<file path="config.mk">
export PLATFORM = sky130hd
export DESIGN_NAME = mac_fp32_conv_sched_flat
export DESIGN_NICKNAME = d
export VERILOG_FILES = /design/src/rtl/mac_fp32_conv_sched_if.sv /design/src/rtl/mac_fp32_conv_sched.sv /design/src/flat_wrapper.sv
export SDC_FILE = /design/constraint.sdc
export NUM_CORES = 1
export LEC_CHECK = 0
export ABC_AREA = 1
export BUFFER_PORTS_ARGS = -buffer_cell sky130_fd_sc_hd__buf_4
export CORE_MARGIN = 2
export CORE_UTILIZATION = 45
export DETAILED_ROUTE_END_ITERATION = 8
export GPL_TIMING_DRIVEN = 1
export PLACE_DENSITY = 0.73
export SLEW_MARGIN = 20
export SYNTH_ARGS = -nofsm -noshare
export SYNTH_HDL_FRONTEND = slang
export SYNTH_SLANG_ARGS = --single-unit
</file>
<file path="constraint.sdc">
create_clock -name i_clk -period 4 [get_ports i_clk]
set_input_delay 0.2 -clock i_clk [delete_from_list [all_inputs] [get_ports i_clk]]
set_output_delay 0.2 -clock i_clk [all_outputs]
set_load 0.01 [all_outputs]
</file>
<file path="src/rtl/mac_fp32_conv_sched_if.sv">
`default_nettype none
// ============================================================================
//  Module      : mac_fp32_conv_sched_if
//  Description : Lane request bus and fp32 result bus of the converter
//                scheduler.
//                  i_req_vld / i_req_data / i_req_exp / o_req_rdy
//                    per-lane int34 requests with a one-hot grant
//                  o_res_vld / o_res_data / o_res_id / i_res_rdy
//                    fp32 result stream tagged with the producing lane
//                The slave modport is the scheduler side. The master modport
//                is the accumulator and writeback side.
//  Revision    : 1.0 - initial release
// ============================================================================
interface mac_fp32_conv_sched_if #(
    parameter int N_REQ = 4,
    parameter int TAG_W = $clog2(N_REQ)
);
    logic [N_REQ-1:0]       i_req_vld;
    logic [N_REQ-1:0][33:0] i_req_data;
    logic [N_REQ-1:0][5:0]  i_req_exp;
    logic [N_REQ-1:0]       o_req_rdy;

    logic                   o_res_vld;
    logic [31:0]            o_res_data;
    logic [TAG_W-1:0]       o_res_id;
    logic                   i_res_rdy;

    modport slave (
        input  i_req_vld, i_req_data, i_req_exp, i_res_rdy,
        output o_req_rdy, o_res_vld, o_res_data, o_res_id
    );

    modport master (
        output i_req_vld, i_req_data, i_req_exp, i_res_rdy,
        input  o_req_rdy, o_res_vld, o_res_data, o_res_id
    );
endinterface
`default_nettype wire

</file>
<file path="src/rtl/mac_fp32_conv_sched.sv">
`default_nettype none
// ============================================================================
//  Module      : mac_fp32_conv_sched
//  Description : Shares one mac_fp32_converter among N_REQ accumulator lanes.
//                A round-robin arbiter issues one int34 per cycle into the
//                converter's 2-stage pipeline. Issue is limited by credits, so
//                the converter never stalls. A lane tag travels alongside each
//                conversion. fp32 results are queued in a show-ahead FIFO.
//                Datatype reconfiguration waits until the pipeline is empty.
//  Ports       : i_clk, i_rst             clock, synchronous active-high reset
//                io_bus (slave)           lane requests and result stream
//                i_cfg_vld/i_cfg_*_dt     datatype change request
//                o_cfg_rdy                datatype change accepted this cycle
//                o_cvt_*                  converter controls and operands
//                i_cvt_data               converter fp32 output
//  Revision    : 1.0 - initial release
// ============================================================================
module mac_fp32_conv_sched #(
    parameter int          N_REQ           = 4,
    parameter int          FIFO_DEPTH      = 4,
    parameter int          TAG_W           = $clog2(N_REQ),
    parameter type         mac_datatype    = logic [1:0],
    parameter mac_datatype MAC_DATATYPE_I9 = mac_datatype'(0)
) (
    input  wire logic             i_clk,
    input  wire logic             i_rst,
    mac_fp32_conv_sched_if.slave  io_bus,
    input  wire logic             i_cfg_vld,
    input  wire mac_datatype      i_cfg_ifm_dt,
    input  wire mac_datatype      i_cfg_wfm_dt,
    output logic                  o_cfg_rdy,
    output mac_datatype           o_cvt_ifm_dt,
    output mac_datatype           o_cvt_wfm_dt,
    output logic [33:0]           o_cvt_intdata,
    output logic [5:0]            o_cvt_exp,
    output logic [1:0]            o_cvt_pipe_en,
    input  wire logic [31:0]      i_cvt_data
);
    localparam int c_PTR_W = (FIFO_DEPTH > 1) ? $clog2(FIFO_DEPTH) : 1;
    // Wide enough to hold fifo count plus the two pipeline valids.
    localparam int c_CNT_W = $clog2(FIFO_DEPTH + 3);

    logic [TAG_W-1:0]   r_ptr;
    logic               r_v1;
    logic               r_v2;
    logic [TAG_W-1:0]   r_tag1;
    logic [TAG_W-1:0]   r_tag2;
    logic [31:0]        r_fifo_data [FIFO_DEPTH];
    logic [TAG_W-1:0]   r_fifo_id   [FIFO_DEPTH];
    logic [c_PTR_W-1:0] r_wr_ptr;
    logic [c_PTR_W-1:0] r_rd_ptr;
    logic [c_CNT_W-1:0] r_cnt;
    mac_datatype        r_ifm_dt;
    mac_datatype        r_wfm_dt;

    logic               w_any;
    logic [TAG_W-1:0]   w_grant;
    logic [TAG_W-1:0]   w_idx;
    logic [TAG_W-1:0]   w_sel;
    logic [TAG_W-1:0]   w_ptr_nxt;
    logic [c_CNT_W-1:0] w_used;
    logic               w_cred_ok;
    logic               w_issue;
    logic               w_push;
    logic               w_pop;

    // Everything issued and not yet popped occupies a credit. A pop in this
    // cycle only frees its credit once r_cnt has been updated.
    assign w_used    = r_cnt + c_CNT_W'(r_v1) + c_CNT_W'(r_v2);
    assign w_cred_ok = (w_used < c_CNT_W'(FIFO_DEPTH));

    // First requesting lane at or after the round-robin pointer.
    always_comb begin
        w_any   = 1'b0;
        w_grant = '0;
        w_idx   = '0;
        for (int k = 0; k < N_REQ; k++) begin
            if (int'(r_ptr) + k >= N_REQ) begin
                w_idx = TAG_W'(int'(r_ptr) + k - N_REQ);
            end else begin
                w_idx = TAG_W'(int'(r_ptr) + k);
            end
            if (!w_any && io_bus.i_req_vld[w_idx]) begin
                w_any   = 1'b1;
                w_grant = w_idx;
            end
        end
    end

    assign w_issue   = w_any & w_cred_ok & ~i_cfg_vld & ~i_rst;
    assign w_sel     = w_issue ? w_grant : '0;
    assign w_ptr_nxt = (w_grant == TAG_W'(N_REQ - 1)) ? '0 : w_grant + TAG_W'(1);

    always_comb begin
        io_bus.o_req_rdy = '0;
        if (w_issue) begin
            io_bus.o_req_rdy[w_grant] = 1'b1;
        end
    end

    assign o_cvt_intdata = io_bus.i_req_data[w_sel];
    assign o_cvt_exp     = io_bus.i_req_exp[w_sel];
    assign o_cvt_pipe_en = {r_v1 & ~i_rst, w_issue};
    assign o_cvt_ifm_dt  = r_ifm_dt;
    assign o_cvt_wfm_dt  = r_wfm_dt;
    // A datatype change must not affect a conversion already in the pipeline.
    assign o_cfg_rdy     = i_cfg_vld & ~r_v1 & ~r_v2 & ~i_rst;

    // Converter output is valid during the cycle in which v2 is set.
    assign w_push = r_v2;
    assign w_pop  = io_bus.i_res_rdy & (r_cnt != '0);

    assign io_bus.o_res_vld  = (r_cnt != '0);
    assign io_bus.o_res_data = r_fifo_data[r_rd_ptr];
    assign io_bus.o_res_id   = r_fifo_id[r_rd_ptr];

    always_ff @(posedge i_clk) begin
        if (i_rst) begin
            r_ptr    <= '0;
            r_v1     <= 1'b0;
            r_v2     <= 1'b0;
            r_wr_ptr <= '0;
            r_rd_ptr <= '0;
            r_cnt    <= '0;
            r_ifm_dt <= MAC_DATATYPE_I9;
            r_wfm_dt <= MAC_DATATYPE_I9;
        end else begin
            r_v1 <= w_issue;
            r_v2 <= r_v1;
            if (w_issue) begin
                r_ptr <= w_ptr_nxt;
            end
            if (o_cfg_rdy) begin
                r_ifm_dt <= i_cfg_ifm_dt;
                r_wfm_dt <= i_cfg_wfm_dt;
            end
            if (w_push) begin
                r_wr_ptr <= (r_wr_ptr == c_PTR_W'(FIFO_DEPTH - 1)) ? '0 : r_wr_ptr + c_PTR_W'(1);
            end
            if (w_pop) begin
                r_rd_ptr <= (r_rd_ptr == c_PTR_W'(FIFO_DEPTH - 1)) ? '0 : r_rd_ptr + c_PTR_W'(1);
            end
            case ({w_push, w_pop})
                2'b10:   r_cnt <= r_cnt + c_CNT_W'(1);
                2'b01:   r_cnt <= r_cnt - c_CNT_W'(1);
                default: r_cnt <= r_cnt;
            endcase
        end
    end

    // Tags and FIFO storage need no reset: they are only observed behind the
    // reset-cleared valids and count.
    always_ff @(posedge i_clk) begin
        if (w_issue) begin
            r_tag1 <= w_grant;
        end
        r_tag2 <= r_tag1;
        if (w_push && !i_rst) begin
            r_fifo_data[r_wr_ptr] <= i_cvt_data;
            r_fifo_id[r_wr_ptr]   <= r_tag2;
        end
    end

    a_no_push_when_full : assert property (
        @(posedge i_clk) disable iff (i_rst)
        !(w_push && (r_cnt == c_CNT_W'(FIFO_DEPTH)))
    );

endmodule
`default_nettype wire

</file>
<file path="src/flat_wrapper.sv">
// flat-port wrapper written by rule: the top's interface ports become plain ports
module mac_fp32_conv_sched_flat 
#(
    parameter int          N_REQ           = 4,
    parameter int          FIFO_DEPTH      = 4,
    parameter int          TAG_W           = $clog2(N_REQ),
    parameter type         mac_datatype    = logic [1:0],
    parameter mac_datatype MAC_DATATYPE_I9 = mac_datatype'(0)
)
  (i_clk, i_rst, i_cfg_vld, i_cfg_ifm_dt, i_cfg_wfm_dt, o_cfg_rdy, o_cvt_ifm_dt, o_cvt_wfm_dt, o_cvt_intdata, o_cvt_exp, o_cvt_pipe_en, i_cvt_data, io_bus_i_req_vld, io_bus_i_req_data, io_bus_i_req_exp, io_bus_i_res_rdy, io_bus_o_req_rdy, io_bus_o_res_vld, io_bus_o_res_data, io_bus_o_res_id);
  mac_fp32_conv_sched_if #(.N_REQ(N_REQ), .TAG_W(TAG_W)) io_bus_i ();
  input  wire logic i_clk;
  input  wire logic i_rst;
  input  wire logic i_cfg_vld;
  input  wire mac_datatype i_cfg_ifm_dt;
  input  wire mac_datatype i_cfg_wfm_dt;
  output logic o_cfg_rdy;
  output mac_datatype o_cvt_ifm_dt;
  output mac_datatype o_cvt_wfm_dt;
  output logic [33:0] o_cvt_intdata;
  output logic [5:0] o_cvt_exp;
  output logic [1:0] o_cvt_pipe_en;
  input  wire logic [31:0] i_cvt_data;
  input wire logic [$bits(io_bus_i.i_req_vld)-1:0] io_bus_i_req_vld;
  input wire logic [$bits(io_bus_i.i_req_data)-1:0] io_bus_i_req_data;
  input wire logic [$bits(io_bus_i.i_req_exp)-1:0] io_bus_i_req_exp;
  input wire logic [$bits(io_bus_i.i_res_rdy)-1:0] io_bus_i_res_rdy;
  output wire logic [$bits(io_bus_i.o_req_rdy)-1:0] io_bus_o_req_rdy;
  output wire logic [$bits(io_bus_i.o_res_vld)-1:0] io_bus_o_res_vld;
  output wire logic [$bits(io_bus_i.o_res_data)-1:0] io_bus_o_res_data;
  output wire logic [$bits(io_bus_i.o_res_id)-1:0] io_bus_o_res_id;
  assign io_bus_i.i_req_vld = io_bus_i_req_vld;
  assign io_bus_i.i_req_data = io_bus_i_req_data;
  assign io_bus_i.i_req_exp = io_bus_i_req_exp;
  assign io_bus_i.i_res_rdy = io_bus_i_res_rdy;
  assign io_bus_o_req_rdy = io_bus_i.o_req_rdy;
  assign io_bus_o_res_vld = io_bus_i.o_res_vld;
  assign io_bus_o_res_data = io_bus_i.o_res_data;
  assign io_bus_o_res_id = io_bus_i.o_res_id;
  mac_fp32_conv_sched #(.N_REQ(N_REQ), .FIFO_DEPTH(FIFO_DEPTH), .TAG_W(TAG_W), .mac_datatype(mac_datatype), .MAC_DATATYPE_I9(MAC_DATATYPE_I9)) u_core (.i_clk(i_clk), .i_rst(i_rst), .io_bus(io_bus_i), .i_cfg_vld(i_cfg_vld), .i_cfg_ifm_dt(i_cfg_ifm_dt), .i_cfg_wfm_dt(i_cfg_wfm_dt), .o_cfg_rdy(o_cfg_rdy), .o_cvt_ifm_dt(o_cvt_ifm_dt), .o_cvt_wfm_dt(o_cvt_wfm_dt), .o_cvt_intdata(o_cvt_intdata), .o_cvt_exp(o_cvt_exp), .o_cvt_pipe_en(o_cvt_pipe_en), .i_cvt_data(i_cvt_data));
endmodule
</file>
==> summary.md <==
| Metric | Value |
|---|---|
| # resized after CTS | 0 |
| Number of global-route vias before repair | 7,268 |
| Initial antenna violation count | 0 |
| DP HPWL | 15.4 mm |
| Commonest non-fill, non-tap cell in the layout | buf_4 |
| Max-slew violation count | 0 |
| Core Footprint | 18,000 um2 |
| Remaining antenna violation count | 0 |
| NumNets Final | 1,494 |
| Synth Register Bits | ~160 |
| Clk sinks | 157 |
| Area leader, netlist | edfxtp_1 |
| Worst-path clk slew | 0.06 ns |
| TritonCTS Buffers | 17 |
| Total Power | 4.78 mW |
| Via count | approximately 7,500 |
| Ant. Diodes | 0 |
| Syn avg cell area | 8.39 um2 |
| Max Clk Rate | 276 MHz |
| Critical Path RT | 3.80 ns |
| Max H-tree Level | 4 |
| Clk Latency, worst-skew pair | 0.42 ns |
| Mapped cell area | 8250 um2 |
| R2R depth | 10 |
| Worst r2r src | u_core.r_v2 |
| Share of the synthesized area in the top cell type | 50.2% |
| Die height | 139 um |
| Most frequent cells in the layout | 293 x buf_4, 204 x nand2_1, 192 x inv_1 |
| Chip width | 139 um |
| WL per Instance | ~15 um |
| Pre-CTS setup slack | 0.755 ns |
| Vias per cell | 4.94 |
| 1st-iter DRT viols | 389 |
| Max_cap viols | 0 |
| GR Overflow Total | 0 |
| Synth cell types | 26 |
| Reg2reg setup slack | between 1 and 1.5 ns |
| Tcrit/Tclk final | 90.6% |
| Setup_tns | 0 ns |
| CP max FO | 50 |
| Clk root buf | clkbuf_16 |
| FP Rows | 49 |
| Starting Density | 45.9% |
| # DRC | 0 |
| First-pass GRT wire length | 35.0 mm |
| Worst-margin pin slew | ~1.1 ns |
| Reg2reg end | u_core.r_ptr[0] |
| Crit path launch type | flop |
| Share of cells above drive strength 1 | 27.0% |
| Tot GR Track Use | 22.8% |
| Critical Path End Type | output port |
| Clock tree buffer depth | 2 |
| Synth top area cells | edfxtp_1 50%, nand2_1 9.3%, inv_1 8.8% |
| Hold Path Class | input pin to flop |
| Pre-antenna DRT Iters | 5 |
| RD Place Congestion | between 0.8 and 0.9 |
| Worst-case vdd ir drop | approximately 0.38 mV |
| Mapped Cells | 983 |
| IO Port Bufs | roughly 290 |
| YS warnings | 0 |
| Unrepaired setup endpoints after global routing | no |
| Min Tclk post-route | 3.62 ns |
| Num ports | 290 |
| Fin cells | 1,520 |
| Hold EP | u_core.r_v2 |
| Worst relative slew slack | 27.8% |
| Final hold vios | 0 |
| Power density cells | 415 nW/um2 |
| Die area | 19,400 um2 |
| Crit path top cell by count | nand2_1 |
| Run status | finished, final reports clean |
| CP cell instances | inv_4, nand2_1, nand2_2, nand2_1, nand2_2, nor2_4, nand3_2, nand2_4, inv_4, nand2_2, nand2_1, nand3_1, nand2_1, buf_4 |
| Setup Viol. Count Final | 0 |
| CP max-delay cell | nand2_2 |
| Worst Path Arrival | 3.42 ns |
| Worst hold start | i_rst |
| Setup WS post-layout | about 0.38 ns |
| Final setup skew | 0.0104 ns |
| Sequential fraction of the synthesis area | 54.8% |
| Max stage delay on crit path | 0.65 ns |
| Mapped Nets | 1,199 |
| Fillcell total | 1,507 |
| Largest net degree at the start of global routing | 69 |
| Final WL | roughly 23 mm |
| Cell Count Post-Placement | 1,452 |
| Area Growth Syn to Fin | 39.7% |
| Crit path kind | flop to output port |
| Worst hold path depth | 2 |
| TritonCTS clock tree | done |
| Leak pwr | 5.48 nW |
==> critical path, delay by kind of cell (launching register included) <==
| family | cells | cell delay [ns] |
|---|---|---|
| buf+inv | 3 | 0.36 |
| flops | 1 | 0.57 |
| simple gates | 11 | 2.05 |
==> cell type report <==
cell class	instances	area (um2)	area share, %
Multi-Input combinational cell	575	2730	23.7
Timing Repair Buffer	330	2640	22.9
Tap cell	229	287	2.49
Sequential cell	157	4530	39.3
Clock inverter	9	66.3	0.575
Inverter	197	744	6.46
Clock buffer	23	532	4.61
==> Yosys cell counts (all sizes together) <==
master	instances
ha	11
a21oi	7
buf	25
edfxtp	138
o211a	1
nor2	99
a211oi	2
clkbuf	29
nand2	208
fa	1
dfxtp	19
inv	197
o21ai	120
o22ai	34
nand3	92
==> flip-flops by register name, summed over array words and instances (netlist names), named ones only <==
register / cells
u_core.o_cvt_ifm_dt: 2
u_core.o_cvt_wfm_dt: 2
u_core.r_cnt: 3
u_core.r_fifo_data: 128
u_core.r_fifo_id: 8
u_core.r_ptr: 2
u_core.r_rd_ptr: 2
u_core.r_tag1: 2
u_core.r_tag2: 2
u_core.r_v1: 1
u_core.r_v2: 1
u_core.r_wr_ptr: 2
==> through the flow <==
stage | util, % | hold slack (ns) | area (um2)
final | 64.1 | 0.00774 | 11500
after global routing | 64.1 | 0.0219 | 11500
after CTS | 63.6 | 0.00551 | 11400
after detailed placement | 58.5 | 0.329 | 10500
after global placement | 58.5 | 0.326 | 10500
after floorplan | - | 0.299 | 8250
==> routing by layer <==
| metal | global-route usage, % | up-vias | wire length [um] |
|---|---|---|---|
| met5 | 0 | - | 0 |
| met4 | 10.6 | 0 | 874 |
| met3 | 6.19 | 57 | 1570 |
| met2 | 41.7 | 287 | 11700 |
| met1 | 24.4 | 3419 | 8570 |
| li1 | - | 3751 | - |
==> report_power, final <==
group | total [mW] | internal, mW | leakage [nW] | switching (mW)
Clock | 1.56 | 0.944 | 0.301 | 0.611
Combinational | 1.38 | 0.599 | 3.78 | 0.780
Sequential | 1.85 | 1.82 | 1.40 | 0.0232
==> worst max path at each step <==
stage	end	slack, ns	start	cells after the start
global placement	o_cvt_intdata[29]	0.78	u_core.r_ptr[0]	14
detailed placement	o_cvt_intdata[29]	0.76	u_core.r_ptr[0]	14
global route	o_cvt_intdata[11]	0.08	u_core.r_v2	12
floorplan	u_core.r_fifo_data[2][0]	1.56	u_core.r_wr_ptr[0]	4
finish	o_cvt_intdata[16]	0.38	u_core.r_ptr[0]	14
CTS	o_cvt_intdata[29]	0.29	u_core.r_ptr[0]	14
==> cell families (layout without fill, tap and decap cells) <==
group | Yosys count | after routing | share of synthesized area [%]
DFF | 157 | 157 | 54.8
buffers and inverters | 251 | 559 | 12.5
adders and majority gates | 12 | 12 | 1.91
and+or+nand+nor | 399 | 399 | 20.2
AOI/OAI and AO/OA | 164 | 164 | 10.6
==> repair_timing <==
item | CTS | global route
endpoints found under the hold margin | 128 | 0
setup endpoints to repair | 0 | 0
buffers inserted | 0 | 0
hold buffers | 32 | 0
No activity file was read; power rests on OpenSTA's default activity.
